## src/rtl/fetch_pkg.sv

```systemverilog
// rtl/fetch_pkg.sv - shared types, reset/vector defaults and jump-target helper for the fetch stage
package fetch_pkg;

  typedef enum logic [1:0] {
    FETCH    = 2'd0,
    TLB_WAIT = 2'd1,
    EXC      = 2'd2
  } fetch_state_e;

  localparam logic [31:0] DEF_RESET_PC   = 32'h0000_0000;
  localparam logic [31:0] DEF_EXC_VECTOR = 32'h8000_0180;
  localparam logic [31:0] DEF_NOP_WORD   = 32'h0000_0000;

  // J-type target: region bits of the sequential PC plus the word index from the instruction
  function automatic logic [31:0] jump_target(input logic [3:0] pc_incr_hi, input logic [25:0] instr_idx);
    return {pc_incr_hi, instr_idx, 2'b00};
  endfunction

endpackage

```

## src/rtl/fetch_pc_reg.sv

```systemverilog
// rtl/fetch_pc_reg.sv - architectural PC register with next-PC priority mux
module fetch_pc_reg
  import fetch_pkg::*;
#(
  parameter logic [31:0] RESET_PC   = DEF_RESET_PC,
  parameter logic [31:0] EXC_VECTOR = DEF_EXC_VECTOR
) (
  input  logic        clock,
  input  logic        rst,
  input  logic        redirect_valid,
  input  logic [31:0] redirect_pc,
  input  logic        exc_load,
  input  logic        incr,
  output logic [31:0] pc
);

  logic [31:0] pc_q;
  logic [31:0] pc_d;

  // Next PC: redirect beats the exception vector, which beats sequential increment, else hold
  always_comb begin
    pc_d = pc_q;
    if (redirect_valid) begin
      pc_d = {redirect_pc[31:2], 2'b00};
    end else if (exc_load) begin
      pc_d = EXC_VECTOR;
    end else if (incr) begin
      pc_d = pc_q + 32'd4;
    end
  end

  // PC register; reset has top priority
  always_ff @(posedge clock) begin
    if (rst) begin
      pc_q <= RESET_PC;
    end else begin
      pc_q <= pc_d;
    end
  end

  assign pc = pc_q;

endmodule

```

## src/rtl/fetch_unit.sv

```systemverilog
// rtl/fetch_unit.sv - instruction fetch stage; optional counters under FETCH_PERF_CNT_EN
module fetch_unit
  import fetch_pkg::*;
#(
  parameter logic [31:0] RESET_PC   = DEF_RESET_PC,
  parameter logic [31:0] EXC_VECTOR = DEF_EXC_VECTOR,
  parameter logic [31:0] NOP_WORD   = DEF_NOP_WORD
) (
`ifdef FETCH_PERF_CNT_EN
  output logic [31:0] perf_icache_stall,
  output logic [31:0] perf_itlb_wait,
  output logic [31:0] perf_redirects,
`endif
  input  logic        clock,
  input  logic        rst,
  input  logic        stall,
  input  logic        redirect_valid,
  input  logic [31:0] redirect_pc,
  output logic        ic_req,
  output logic [31:0] ic_addr,
  input  logic        ic_ready,
  input  logic [31:0] ic_rdata,
  input  logic        itlb_miss,
  input  logic        itlb_ready,
  output logic        valid,
  output logic [31:0] instruction,
  output logic [31:0] pcIncr,
  output logic [31:0] pcJump,
  output logic        exception,
  output logic [31:0] faulty_address
);

  fetch_state_e state_q, state_d;
  logic         ic_req_q, ic_req_d;
  logic         valid_q, valid_d;
  logic [31:0]  instruction_q, instruction_d;
  logic [31:0]  pc_incr_q, pc_incr_d;
  logic [31:0]  pc_jump_q, pc_jump_d;
  logic         exception_q, exception_d;
  logic [31:0]  faulty_address_q, faulty_address_d;

  logic [31:0]  pc;
  logic [31:0]  pc_plus4;
  logic         complete;
  logic         exc_fire;

  assign pc_plus4 = pc + 32'd4;

  // A fetch completes only on a live request with a good translation and no stall
  assign complete = (state_q == FETCH) && ic_req_q && !itlb_miss && ic_ready && !stall
                    && !redirect_valid;
  assign exc_fire = (state_q == EXC) && !stall && !redirect_valid;

  fetch_pc_reg #(
    .RESET_PC   (RESET_PC),
    .EXC_VECTOR (EXC_VECTOR)
  ) u_pc_reg (
    .clock          (clock),
    .rst            (rst),
    .redirect_valid (redirect_valid),
    .redirect_pc    (redirect_pc),
    .exc_load       (exc_fire),
    .incr           (complete),
    .pc             (pc)
  );

  // Next state, request and IF/ID output values; redirect overrides everything
  always_comb begin
    state_d          = state_q;
    ic_req_d         = ic_req_q;
    valid_d          = valid_q;
    instruction_d    = instruction_q;
    pc_incr_d        = pc_incr_q;
    pc_jump_d        = pc_jump_q;
    exception_d      = exception_q;
    faulty_address_d = faulty_address_q;

    if (redirect_valid) begin
      state_d          = FETCH;
      ic_req_d         = 1'b0;
      valid_d          = 1'b0;
      instruction_d    = NOP_WORD;
      exception_d      = 1'b0;
      faulty_address_d = 32'd0;
    end else begin
      case (state_q)
        FETCH: begin
          if (!ic_req_q) begin
            // request was dropped by reset or a redirect; reissue at the current pc
            ic_req_d = 1'b1;
          end else if (itlb_miss) begin
            state_d  = TLB_WAIT;
            ic_req_d = 1'b0;
          end else if (complete) begin
            valid_d          = 1'b1;
            instruction_d    = ic_rdata;
            pc_incr_d        = pc_plus4;
            pc_jump_d        = jump_target(pc_plus4[31:28], ic_rdata[25:0]);
            exception_d      = 1'b0;
            faulty_address_d = 32'd0;
          end
        end
        TLB_WAIT: begin
          if (itlb_ready) begin
            if (itlb_miss) begin
              state_d = EXC;
            end else begin
              state_d  = FETCH;
              ic_req_d = 1'b1;
            end
          end
        end
        EXC: begin
          if (exc_fire) begin
            state_d          = FETCH;
            ic_req_d         = 1'b1;
            valid_d          = 1'b1;
            instruction_d    = NOP_WORD;
            exception_d      = 1'b1;
            faulty_address_d = pc;
          end
        end
        default: begin
          state_d  = FETCH;
          ic_req_d = 1'b0;
        end
      endcase

      // Nothing presented and not stalled: emit a bubble
      if (!complete && !exc_fire && !stall) begin
        valid_d          = 1'b0;
        instruction_d    = NOP_WORD;
        exception_d      = 1'b0;
        faulty_address_d = 32'd0;
      end
    end
  end

  // State and registered outputs
  always_ff @(posedge clock) begin
    if (rst) begin
      state_q          <= FETCH;
      ic_req_q         <= 1'b0;
      valid_q          <= 1'b0;
      instruction_q    <= NOP_WORD;
      pc_incr_q        <= 32'd0;
      pc_jump_q        <= 32'd0;
      exception_q      <= 1'b0;
      faulty_address_q <= 32'd0;
    end else begin
      state_q          <= state_d;
      ic_req_q         <= ic_req_d;
      valid_q          <= valid_d;
      instruction_q    <= instruction_d;
      pc_incr_q        <= pc_incr_d;
      pc_jump_q        <= pc_jump_d;
      exception_q      <= exception_d;
      faulty_address_q <= faulty_address_d;
    end
  end

  assign ic_req         = ic_req_q;
  assign ic_addr        = pc;
  assign valid          = valid_q;
  assign instruction    = instruction_q;
  assign pcIncr         = pc_incr_q;
  assign pcJump         = pc_jump_q;
  assign exception      = exception_q;
  assign faulty_address = faulty_address_q;

`ifdef FETCH_PERF_CNT_EN
  logic [31:0] perf_icache_stall_q, perf_icache_stall_d;
  logic [31:0] perf_itlb_wait_q, perf_itlb_wait_d;
  logic [31:0] perf_redirects_q, perf_redirects_d;

  // Free-running event counters, wrapping silently
  always_comb begin
    perf_icache_stall_d = perf_icache_stall_q;
    perf_itlb_wait_d    = perf_itlb_wait_q;
    perf_redirects_d    = perf_redirects_q;
    if ((state_q == FETCH) && ic_req_q && !ic_ready) begin
      perf_icache_stall_d = perf_icache_stall_q + 32'd1;
    end
    if (state_q == TLB_WAIT) begin
      perf_itlb_wait_d = perf_itlb_wait_q + 32'd1;
    end
    if (redirect_valid) begin
      perf_redirects_d = perf_redirects_q + 32'd1;
    end
  end

  // Counter registers
  always_ff @(posedge clock) begin
    if (rst) begin
      perf_icache_stall_q <= 32'd0;
      perf_itlb_wait_q    <= 32'd0;
      perf_redirects_q    <= 32'd0;
    end else begin
      perf_icache_stall_q <= perf_icache_stall_d;
      perf_itlb_wait_q    <= perf_itlb_wait_d;
      perf_redirects_q    <= perf_redirects_d;
    end
  end

  assign perf_icache_stall = perf_icache_stall_q;
  assign perf_itlb_wait    = perf_itlb_wait_q;
  assign perf_redirects    = perf_redirects_q;
`endif

endmodule

```

## config.mk

```make
export PLATFORM = sky130hd
export DESIGN_NAME = fetch_unit
export DESIGN_NICKNAME = d
export VERILOG_FILES = /design/src/rtl/fetch_pkg.sv /design/src/rtl/fetch_pc_reg.sv /design/src/rtl/fetch_unit.sv
export SDC_FILE = /design/constraint.sdc
export NUM_CORES = 1
export LEC_CHECK = 0
export CORE_ASPECT_RATIO = 0.8
export CORE_MARGIN = 2
export CORE_UTILIZATION = 45
export DETAILED_ROUTE_END_ITERATION = 10
export MAX_ROUTING_LAYER = met4
export PLACE_DENSITY = 0.86
export SLEW_MARGIN = 0
export SYNTH_ARGS = -nofsm -noshare
export SYNTH_HDL_FRONTEND = slang
export SYNTH_HIERARCHICAL = 1
export SYNTH_SLANG_ARGS = --single-unit
```

## constraint.sdc

```tcl
create_clock -name clock -period 3.6 [get_ports clock]
set_input_delay 0.9 -clock clock [delete_from_list [all_inputs] [get_ports clock]]
set_output_delay 0.9 -clock clock [all_outputs]
set_load 0.005 [all_outputs]
```

# Word-level counts from Yosys, hierarchy flattened
# Index checks and enable logic that the tools add are counted.
[totals]
memories = 0
ramBits = 0
mem_bits_ro = 0
inputBits = 71
latch_bits = 0
reg_bits = 163
out_inout_bits = 163
[classes]
n_mux = 33
reduce_logical = 24
n_lt_le_gt_ge = 0
addsub = 1
n_mul = 0
n_eq_ne = 9
bitwise = 2
div = 0
shifts = 0
[op_table]
columns = ["op", "n"]
rows = [
  ["two-way mux 32 bit", 11],
  ["case mux 32 bit (2 select lines)", 2],
  ["adder 32 x 3 -> 32 bit (second input constant)", 1],
  ["inequality test 2 bit (second input constant)", 7],
  ["two-way mux 1 bit", 11],
  ["two-way mux 2 bit", 5],
  ["AND reduction 5 bit", 2],
  ["logical AND 1 bit", 9],
  ["case mux 2 bit (3 select lines)", 1],
  ["OR reduction 3 bit", 2],
  ["zero test 1 bit", 5],
  ["case mux 1 bit (2 select lines)", 2],
  ["AND reduction 4 bit", 1],
  ["case mux 1 bit (3 select lines)", 1],
  ["AND reduction 3 bit", 1],
  ["nonzero test 3 bit", 1],
  ["equality test 2 x 1 -> 1 bit (second input constant)", 1],
  ["equality test 2 bit (second input constant)", 1],
  ["zero test 2 bit", 1],
  ["inverter 1 bit", 2],
  ["nonzero test 2 bit", 1],
  ["OR reduction 2 bit", 1],
]

# Depth between registers and ports, before layout
[depth]
ltp_word = 10
mapped_depth = 12
depth_no_buf = 8

# Hierarchy
# Netlist, hierarchy kept.
[by_module_without_submodules]
columns = ["mod", "seq_area_each_um2", "n_inst", "cells_per_inst", "area_each_um2"]
rows = [
  ["fetch_unit", 2542.4, 1, 598, 5116.2],
  ["fetch_pc_reg", 600.6, 1, 266, 1998.2],
]

# Least setup slack after synthesis
# Ideal clock, no wire load.
[synth_timing]
kind = "input-to-reg"
from = "input port itlb_miss"
to = "register u_pc_reg.pc_q[21], in the netlist u_pc_reg/pc[21]"
path_slack_ps = 525
path_stages = 10
n_path_buf = 3
t_arrival_ps = 2953
required_time_ps = 3478
cell_sequence = "nor4b_1 > nand3_1 > inv_2 > buf_2 > buf_2 > nand4_1 > or2_2 > clkbuf_1 > o311a_1 > a221o_1"
[synth_via]
elab_chain_len = 6
[synth_lines]
columns = ["element", "line_no", "rtl"]
rows = [
  ["start, declared", "fetch_unit.sv:23", "input logic itlb_miss,"],
  ["zero test 1 bit", "fetch_unit.sv:50", "assign complete = (state_q == FETCH) && ic_req_q && !itlb_miss && ic_ready && !stall"],
  ["logical AND 1 bit (3 in a row)", "fetch_unit.sv:50", ""],
  ["logical AND 1 bit", "fetch_unit.sv:51", "&& !redirect_valid;"],
  ["net complete", "fetch_unit.sv:44", "logic complete;"],
  ["nonzero test 3 bit (no line)", "--", ""],
  ["end signal, assigned", "fetch_pc_reg.sv:37", "pc_q <= pc_d;"],
  ["end, declared", "fetch_pc_reg.sv:17", "logic [31:0] pc_q;"],
]
# The timed path passes the listed nets, and every way through them passes these cells.
# A chain may end at the register's enable or synchronous reset.

# Worst setup path in the final report
[layout_timing]
from = "input port redirect_valid"
to = "register u_pc_reg.pc_q[21], in the netlist u_pc_reg/pc[21]"
[layout_via]
elab_chain_len = 4
[layout_lines]
columns = ["element", "line_no", "rtl"]
rows = [
  ["start, declared", "fetch_unit.sv:17", "input logic redirect_valid,"],
  ["zero test 1 bit", "fetch_unit.sv:51, fetch_unit.sv:52", ""],
  ["logical AND 1 bit", "fetch_unit.sv:52", "assign exc_fire = (state_q == EXC) && !stall && !redirect_valid;"],
  ["two-way mux 32 bit", "fetch_pc_reg.sv:25", "end else if (exc_load) begin"],
  ["two-way mux 32 bit", "fetch_pc_reg.sv:23", "if (redirect_valid) begin"],
]
# Several ways; a longest one is shown, not always the timed one.

==> results.tsv <==
metric	value	unit
dr.pass1.iters	5	
dieArea	0.0168	mm^2
drive_gt1_frac	0.0752	
synthesis.area	0.00711	mm^2
root_buffer	clkbuf_16	
fin_worst_skew	0.0119	ns
die_h	116	um
cp_max_fo	9	
max-vdd-ir-drop	335	uV
synth_cells	864	
cts_resized	0	
overflow	0	
fin_crit_sh	0.850	
syn_to_final_growth	42.7	%
cts-buffers-inserted	17	
postCtsSetupBuffers	0	
power	3970	uW
dieWidth	145	um
worstPathArrival	3.38	ns
ys_seq_area_frac	0.442	
area.sequential	0.00314	mm^2
drv_slew	0	
drt-total-wl	23800	um
crit_required	3.92	ns
diodes	0	
clk_latency	0.42	ns
setup_viol	0	
viasPerCell	5.80	
cp-start-kind	input port	
async_reset_ff_frac	0	
tightest_slew	0.736	ns
hp-class	register to register	
fin_nets	1142	
initial_core_util	0.456	
multi_input_area	0.00362	mm^2
syn_avg_cell_area	8.23	um^2
endpoint_kind	register	
ys_seq_elements	157	
route.vias.total	7496	
clk_path_buf_depth	2	
rows	41	
slowest_stage	clkdlybuf4s50_1	
status	completed	
n_fill_cell	1295	
leakage	0.00330	uW
crit_type	input port to register	
port_buffers	227	
grt_pass1_vias	6792	
post_synth_num_cell_types	68	
ioPinCount	234	
synth_ff_type	dfxtp_1	
fin_tns_setup	0	ns
clock-sinks	157	
critical_path.max_stage_delay	0.55	ns
avgRoutedWirePerCell	18.4	um
gp_congestion	0.960	
grt_pass1_wl	36200	um
worstPathCellList	clkdlybuf4s50_1 -> nor4b_1 -> nand3_1 -> inv_4 -> nand4_1 -> or2_2 -> o311a_1 -> a221o_1	
cts_max_level	4	
drc	0	
hold_ws	0.449	ns
path_delay_family	simple AND/OR/NAND/NOR gates	
maxCapViolCount	0	
rsz0062_at_grt	false	
cts_tree	yes	
clock.fmax	327	MHz
drtIter0Drc	816	
grt_util_all_layers	0.284	
synth-edff-count	0	
clk_pin_slew_worst_paths	0.07	ns
hold_viol_final	0	
core	0.0156	mm^2
min_period	3.06	ns
ys_warn_count	6	
grt_max_degree	70	
relSlewSlack	0.508	
power_density	391	mW/mm^2
cp_num_buf_inv	2	
dp_hpwl	16200	um
ctsHoldBuffers	0	
ant_nets	0	
antenna_found_initial	0	
power breakdown:
part / leakage [uW] / switching [uW] / internal, uW
Clock: 0.000289 / 794 / 1050
Sequential: 0.00127 / 67.3 / 1760
Combinational: 0.00174 / 136 / 162
Total: 0.00330 / 997 / 2970
layer usage:
| layer | routed length, um | vias up | global-route usage |
|---|---|---|---|
| li1 | - | 3498 | - |
| met1 | 10100 | 3542 | 0.368 |
| met2 | 11100 | 428 | 0.439 |
| met3 | 2310 | 28 | 0.0689 |
| met4 | 333 | 0 | 0.0932 |
| met5 | 0 | - | - |
state kept, by name (all words and copies together), names as in the netlist:
name	cells
faulty_address	32
instruction	32
pcIncr	31
u_pc_reg/pc	30
pcJump	27
state_q	2
exception	1
ic_req	1
valid	1
synth_stat cells, drive strengths merged, types with 12 or more instances:
cell type | n | area [um^2]
xor2 | 21 | 184
buf | 41 | 220
nor3 | 21 | 110
a22oi | 34 | 255
inv | 14 | 52.6
clkbuf | 30 | 113
nand4 | 26 | 175
xnor2 | 12 | 105
nor2 | 86 | 323
nand2 | 133 | 502
a21oi | 77 | 385
a211oi | 36 | 295
dfxtp | 157 | 3140
nand3 | 60 | 310
cell families (layout without fill, tap and decap cells):
group / count (synthesis) / after routing / share of synthesized area
muxes: 2 / 2 / 0.00281
and+or+nand+nor: 378 / 378 / 0.256
adders and majority gates: 7 / 7 / 0.0123
AOI/OAI and AO/OA: 200 / 200 / 0.191
xor gates and xnor gates: 33 / 33 / 0.0406
buffers and inverters: 85 / 296 / 0.0542
DFF: 157 / 157 / 0.442
other: 2 / 4 / 0.00106
layout by cell type, fill, tap and decap left out, types with 6 or more instances in the layout:
cell	netlist	layout
xnor2_1	12	12
and4_1	9	9
clkdlybuf4s50_1	0	226
xor2_1	21	21
buf_4	8	21
a211oi_1	31	31
nor3_1	20	20
nor4_1	6	6
a22oi_1	34	34
nand4_1	24	24
and3_1	10	10
inv_1	12	12
ha_1	7	7
a21oi_1	77	77
o21ai_0	8	8
clkbuf_16	0	17
nand3_1	58	58
dfxtp_1	157	157
nor2_1	86	86
nand2_1	132	132
worst paths after layout:
| check | from | to | slack [ns] | cells after the start |
|---|---|---|---|---|
| worst max register to register | u_pc_reg/pc[2]$_SDFFE_PP0P_ | pcIncr[28]$_SDFFE_PP0P_ | 1.05 | 6 |
| worst max-delay path | redirect_valid | u_pc_reg/pc[21]$_SDFFE_PP0P_ | 0.54 | 8 |
| worst min register to register | instruction[2]$_SDFFE_PP0P_ | instruction[2]$_SDFFE_PP0P_ | 0.45 | 2 |
| worst min-delay path | instruction[2]$_SDFFE_PP0P_ | instruction[2]$_SDFFE_PP0P_ | 0.45 | 2 |
per-stage QoR:
step                      area, um^2   util  std cells  worst slack, ns
after floorplan                 7120      -        866            0.525
after global placement          9550  0.612       1260            0.225
after detailed placement        9550  0.612       1260            0.143
after CTS                      10200  0.651       1292            0.577
after global routing           10200  0.651       1292            0.519
final                          10200  0.651       1292            0.539
area by class of cell:
class                      count  share of cell area
multi-input combinational    624               0.356
tap                          215              0.0265
inverter                      14             0.00542
clock inverter                15              0.0174
clock buffer                  17              0.0419
sequential                   157               0.310
timing repair buffer         250               0.243
worst register-to-register path, stage by stage, from the launching register on:
cell and delay, ns:
dfxtp_1 0.66, ha_1 0.36, nand4_2 0.20, nor4_4 0.62, nand4_1 0.22, xor2_1 0.19, a211oi_1 0.23
Note: power is estimated with default switching activity, not from simulation.
